$ cat config.mk
export PLATFORM = sky130hd
export DESIGN_NAME = tbb1143_tone_gen
export DESIGN_NICKNAME = d
export VERILOG_FILES = /design/src/rtl/tbb1143_tone_gen.sv
export SDC_FILE = /design/constraint.sdc
export NUM_CORES = 1
export LEC_CHECK = 0
export ABC_CLOCK_PERIOD_IN_PS = 5450
export CORE_ASPECT_RATIO = 1.25
export CORE_MARGIN = 4
export CORE_UTILIZATION = 33
export CTS_CLUSTER_DIAMETER = 120
export DETAILED_ROUTE_END_ITERATION = 12
export HOLD_SLACK_MARGIN = 0.06
export PLACE_DENSITY = 0.45
export SYNTH_ARGS = -nofsm -noshare
export SYNTH_HDL_FRONTEND = slang
export SYNTH_SLANG_ARGS = --single-unit
$ cat constraint.sdc
create_clock -name CLK -period 5.45 [get_ports CLK]
set_input_delay 0.8175 -clock CLK [delete_from_list [all_inputs] [get_ports CLK]]
set_output_delay 0.8175 -clock CLK [all_outputs]
set_load 0.01 [all_outputs]
$ cat src/rtl/tbb1143_tone_gen.sv
// Three-channel square-wave tone generator behind an async 4-bit host bus; bus writes land SYNC_STAGES+1 CLK edges after WR rises.
// No backpressure: writes are fire-and-forget; optional LFSR noise source under `TBB1143_NOISE_EN.
module tbb1143_tone_gen #(
  parameter int SYNC_STAGES = 2
) (
  input  logic CLK,
  input  logic RST,
  input  logic D0,
  input  logic D1,
  input  logic D2,
  input  logic D3,
  input  logic A0,
  input  logic WR,
  output logic SOUT0,
  output logic SOUT1,
  output logic SOUT2
);

  logic [3:0]             d_in;
  logic [SYNC_STAGES-1:0] wr_sync;
  logic [SYNC_STAGES-1:0] a0_sync;
  logic [3:0]             d_sync [SYNC_STAGES];
  logic                   wr_prev;
  logic                   wr_stb;
  logic                   wr_a0;
  logic [3:0]             wr_dat;

  logic [3:0]  ptr;
  logic [11:0] period [3];
  logic [2:0]  mask;
  logic [11:0] cnt [3];
  logic [2:0]  tog;
  logic [2:0]  wrap;
  logic [2:0]  sout;

  assign d_in = {D3, D2, D1, D0};

  // Bus pins are asynchronous to CLK; every bit gets its own synchroniser chain.
  always_ff @(posedge CLK or negedge RST) begin
    if (!RST) begin
      wr_sync <= '0;
      a0_sync <= '0;
      wr_prev <= 1'b0;
      for (int i = 0; i < SYNC_STAGES; i++) begin
        d_sync[i] <= '0;
      end
    end else begin
      wr_sync <= {wr_sync[SYNC_STAGES-2:0], WR};
      a0_sync <= {a0_sync[SYNC_STAGES-2:0], A0};
      d_sync[0] <= d_in;
      for (int i = 1; i < SYNC_STAGES; i++) begin
        d_sync[i] <= d_sync[i-1];
      end
      wr_prev <= wr_sync[SYNC_STAGES-1];
    end
  end

  assign wr_stb = wr_sync[SYNC_STAGES-1] & ~wr_prev;
  assign wr_a0  = a0_sync[SYNC_STAGES-1];
  assign wr_dat = d_sync[SYNC_STAGES-1];

`ifdef TBB1143_NOISE_EN
  logic [2:0]  noise_sel;
  logic [14:0] lfsr;
`endif

  always_ff @(posedge CLK or negedge RST) begin
    if (!RST) begin
      ptr  <= '0;
      mask <= '0;
      for (int n = 0; n < 3; n++) begin
        period[n] <= '0;
      end
`ifdef TBB1143_NOISE_EN
      noise_sel <= '0;
`endif
    end else if (wr_stb) begin
      if (!wr_a0) begin
        ptr <= wr_dat;
      end else begin
        case (ptr)
          4'd0:    period[0][3:0]  <= wr_dat;
          4'd1:    period[0][7:4]  <= wr_dat;
          4'd2:    period[0][11:8] <= wr_dat;
          4'd3:    period[1][3:0]  <= wr_dat;
          4'd4:    period[1][7:4]  <= wr_dat;
          4'd5:    period[1][11:8] <= wr_dat;
          4'd6:    period[2][3:0]  <= wr_dat;
          4'd7:    period[2][7:4]  <= wr_dat;
          4'd8:    period[2][11:8] <= wr_dat;
          4'd9:    mask            <= wr_dat[2:0];
`ifdef TBB1143_NOISE_EN
          4'd10:   noise_sel       <= wr_dat[2:0];
`endif
          default: ;
        endcase
        ptr <= ptr + 4'd1;
      end
    end
  end

  // ">=" rather than "==" so a period lowered below the running count wraps at once.
  always_comb begin
    wrap = '0;
    for (int n = 0; n < 3; n++) begin
      wrap[n] = mask[n] && (cnt[n] >= period[n]);
    end
  end

  always_ff @(posedge CLK or negedge RST) begin
    if (!RST) begin
      tog <= '0;
      for (int n = 0; n < 3; n++) begin
        cnt[n] <= '0;
      end
    end else begin
      for (int n = 0; n < 3; n++) begin
        if (!mask[n]) begin
          cnt[n] <= '0;
          tog[n] <= 1'b0;
        end else if (wrap[n]) begin
          cnt[n] <= '0;
          tog[n] <= ~tog[n];
        end else begin
          cnt[n] <= cnt[n] + 12'd1;
        end
      end
    end
  end

`ifdef TBB1143_NOISE_EN
  // Noise clock is channel 2's wrap, independent of which channels select noise.
  always_ff @(posedge CLK or negedge RST) begin
    if (!RST) begin
      lfsr <= 15'h0001;
    end else if (wrap[2]) begin
      lfsr <= {lfsr[13:0], lfsr[14] ^ lfsr[13]};
    end
  end

  always_comb begin
    sout = tog;
    for (int n = 0; n < 3; n++) begin
      if (mask[n] && noise_sel[n]) begin
        sout[n] = lfsr[0];
      end
    end
  end
`else
  assign sout = tog;
`endif

  assign SOUT0 = sout[0];
  assign SOUT1 = sout[1];
  assign SOUT2 = sout[2];

endmodule

# Word-level counts from Yosys, hierarchy flattened
# Cells that the tools add are included.
dict set report op_classes {
  addsub 4
  order_cmp 3
  n_eq_ne 12
  n_mux 13
  bitwise 5
  reduce_logical 14
}
# op n
set op_table {}
lappend op_table {{2-to-1 mux 12 bit} 6}
lappend op_table {{adder 12 x 1 -> 12 bit (second input constant)} 3}
lappend op_table {{greater-or-equal comparator 12 bit} 3}
lappend op_table {{AND reduction 3 bit} 10}
lappend op_table {{equality test 4 x 3 -> 1 bit (second input constant)} 4}
lappend op_table {{equality test 4 x 2 -> 1 bit (second input constant)} 2}
lappend op_table {{equality test 4 bit (second input constant)} 2}
lappend op_table {{2-to-1 mux 1 bit} 6}
lappend op_table {{!= test 2 x 1 -> 1 bit (second input constant)} 3}
lappend op_table {{adder 4 x 1 -> 4 bit (second input constant)} 1}
lappend op_table {{equality test 4 x 1 -> 1 bit (second input constant)} 1}
lappend op_table {{logical NOT 4 bit} 1}
lappend op_table {{2-to-1 mux 4 bit} 1}
lappend op_table {{inverter 1 bit} 4}
lappend op_table {{logical AND 1 bit} 3}
lappend op_table {{AND 1 bit} 1}
dict set report word_totals {
  ff_bits 95
  input_bits 8
  output_inout_bits 3
  word_cells 73
}

# Depth between registers and ports, before layout
dict set report depth {
  depth_word 4
  mapped_depth 8
  depth_no_buf 7
}

# Worst setup path before layout
# OpenSTA, ideal clock, no wires.
dict set report synth_path {
  kind {register to register}
  start {register cnt[24] (netlist name)}
  end {register tog[0], in the netlist sout[0]}
  setup_time_ps 125
  arrival_time_ps 1665
  required_time_ps 5325
  setup_slack_ps 3660
  path_stages_with_launch 7
  path_buffers 0
  period_less_slack_ps 1790
  path_cell_list {dfrtp_1 -> inv_1 -> ha_1 -> nand2b_1 -> a2111oi_2 -> o41ai_2 -> mux2_4}
}
dict set report synth_via {
  elab_chain_cells 3
}
# item line_no
set synth_lines {}
lappend synth_lines {{start, declared} 31} ;# logic [11:0] cnt [3];
lappend synth_lines {{start signal, assigned by index} 125} ;# cnt[n] <= cnt[n] + 12'd1;
lappend synth_lines {{greater-or-equal comparator 12 bit} 106} ;# wrap[n] = mask[n] && (cnt[n] >= period[n]);
lappend synth_lines {{logical AND 1 bit} 106}
lappend synth_lines {{!= test 2 x 1 -> 1 bit (no line)} --}
lappend synth_lines {{end signal, assigned by index} 123} ;# tog[n] <= ~tog[n];
lappend synth_lines {{end, declared} 32} ;# logic [2:0] tog;
# Every way passes these cells.
# A chain may end at the register's enable or synchronous reset.

# Final worst setup path
dict set report layout_path {
  start {register cnt[2] (netlist name)}
  end {register tog[2], in the netlist sout[2]}
}
# The elaborated chain is that of the path after synthesis.

==> results.cfg <==
[synthesis]
synth.avg_cell_area_um2 = 11.0
syn-num-nets = 482
synthTopCellsByArea = dfrtp_1 (50%), ha_1 (11%), mux2_2 (9.3%)
async_flop_share_pct = 100
synth.yosys.seq_area_share_pct = 50.2
ys_warn_count = 0
synth-seq-cells = 95
ys.flop_type = dfrtp_1
synth-edff-count = 0
yosys.area.top_type = dfrtp_1
netlist_area_um2 = 4740
syn_inst = 431
synth.top_cell.area_share_pct = 50.2
ys_types = 36

[placement]
gp_congestion = 0.763
place_area_um2 = 5030
place_hpwl_mm = 6.10
portBuffers = 10
preCtsSetupSlack_ns = 3.08

[power_and_ir_drop]
peakVddDrop_mv = 0.115
p_per_area_nw_per_um2 = 372
p_leak_nw = 2.45

[flow_run]
cap_violations = 0

[critical_path]
crit_fanout = 13
end_kind = flip-flop
crit_buf_inv = 0
critPathSlowestCell = o21ai_1
critPathMaxStageDelay_ns = 0.71
start_kind = flip-flop
crit_chain = ha_1, nand2_1, o21ai_0, a21oi_1, o21ai_1, mux2_2
cp.arrival_ns = 2.56
worstPathRequired_ns = 5.68
path_delay_family = compound AO/OA/AOI/OAI gates
path_class = reg2reg

[floorplanning]
rows = 48
top_level_ports = 11
die_w_um = 115
dieArea_um2 = 16300
start_util_pct = 34.0
core_um2 = 13900
die-height_um = 142

[grt]
grt_pass1_wl_mm = 15.1
antenna_found_initial = 0
grt_max_degree = 49
grt_use_total_pct = 11.8
overflow = 0
grt_pass1_vias = 3050

[clocking]
cts_tree = built
insertion_delay_ns = 0.34
clk_path_buf_depth = 2
numCtsBuffers = 9
cts_hold_buf = 0
cts_resized = 0
clkTransAtPathRegs_ns = 0.06
clkSinkCount = 95
postCtsSetupBuffers = 0
cts_root_buffer = clkbuf_16
h-tree-depth = 3

[route]
drc = 0
final_antenna_net_count = 0
viasPerCell = 4.66
wirelength_mm = 8.64
vias = 2915
drt_first_pass_iters = 4
avgRoutedWirePerCell_um = 13.8
drt_iter0_drc = 78

[timing]
hold_viol_final = 0
clock-skew-final_ns = 0.00579
timing.fmax_mhz = 429
worst_slew_pin_slew_ns = 0.885
finalCritPeriodShare_pct = 42.7
finalWorstSetupSlack_ns = 3.12
setup_viol = 0
maxSlewHeadroom_pct = 40.6
slew_violations = 0
rsz0062_at_grt = false
fin_crit_ns = 2.33
tns_ns = 0

[status]
outcome = finished, final reports clean

[layout]
num-nets-final = 497
finalInstanceArea_um2 = 5330
utilization_pct = 38.2
n_antenna_cell = 0
drive_gt1_share_pct = 15.1
areaGrowthSynthToFinish_pct = 12.5

[min_path]
worstHoldPathType = reg2reg
synthesized netlist by cell type, drive strengths merged (2+ instances only):
cell and number:
o22ai 2, o2111ai 2, nor2b 5, nand3 21, or2 2, nand2b 4
o41ai 2, and3 5, clkbuf 3, a211oi 2, nand4 5, dfrtp 95
nand2 33, buf 6, a21oi 13, o21ai 10, inv 43, nor3b 2
xnor2 8, xor2 22, mux2 42, a2111oi 2, nor3 6, ha 43
and4 2, nor2 48
flip-flops by register name, indices dropped and copies added, names as in the netlist:
| signal | cells |
|---|---|
| a0_sync | 2 |
| wr_sync | 2 |
| sout | 3 |
| cnt | 36 |
| d_sync | 4 |
| wr_prev | 1 |
| mask | 3 |
| period | 36 |
| ptr | 4 |
| wr_dat | 4 |
metrics by stage:
step | hold slack, ns | std cells | total power, mW
2_1_floorplan | 0.331 | 431 | 1.24
3_3_place_gp | 0.334 | 610 | 1.36
3_5_place_dp | 0.335 | 610 | 1.37
4_1_cts | 0.349 | 625 | 2.03
5_1_grt | 0.355 | 625 | 2.13
6_report | 0.347 | 625 | 1.98
final cells by class:
| class | instances | area (um^2) |
|---|---|---|
| fillers | 1394 | 8610 |
| flip-flops and latches | 95 | 2380 |
| multi-input cells | 284 | 2150 |
| clock buffers | 12 | 256 |
| well taps | 175 | 219 |
| inverters | 43 | 161 |
| repair buffers | 13 | 120 |
| clock inverters | 3 | 42.5 |
per-layer routing:
layer	share of wire, %	GRT usage [%]
met5	0	0
met1	46	14.3
met3	2.2	2.59
met4	2.3	5.38
met2	50	19.9
placed cells by master (no fill, tap or decap), types with 4 or more instances in the layout:
master	n
inv_1	43
xor2_1	22
and3_1	5
ha_1	43
nand2_1	33
nand2b_1	4
nor3_1	5
buf_4	4
clkdlybuf4s50_1	9
clkbuf_16	9
o21ai_0	9
nand3_1	21
nand4_1	5
dfrtp_1	95
xnor2_1	8
nor2_1	48
nor2b_1	5
mux2_2	39
a21oi_1	13
report_power, final:
group | internal (mW) | switching (mW) | leakage [nW]
clock network | 0.377 | 0.259 | 0.145
registers | 0.829 | 0.0827 | 1.26
logic | 0.218 | 0.217 | 1.05
path summary, 6_finish.rpt:
check / endpoint / from / cells past startpoint / slack (ns)
min in group asynchronous: cnt[25] / RST / 1 / 0.49
worst max register to register: sout[2] / cnt[2] / 6 / 3.12
worst min-delay path: a0_sync[1] / a0_sync[0] / 0 / 0.35
max in group asynchronous: cnt[11] / RST / 2 / 3.92
worst min register to register: a0_sync[1] / a0_sync[0] / 0 / 0.35
worst max-delay path: sout[2] / cnt[2] / 6 / 3.12
kinds of logic after synthesis:
logic type / after synthesis / synth area share [%]
and+or+nand+nor: 134 / 13.3
DFF: 95 / 50.2
muxes: 43 / 10.4
xor gates and xnor gates: 30 / 5.55
adders and majority gates: 43 / 11.4
AOI/OAI and AO/OA: 34 / 4.86
buffers and inverters: 52 / 4.41
No activity file was read; power rests on OpenSTA's default activity.
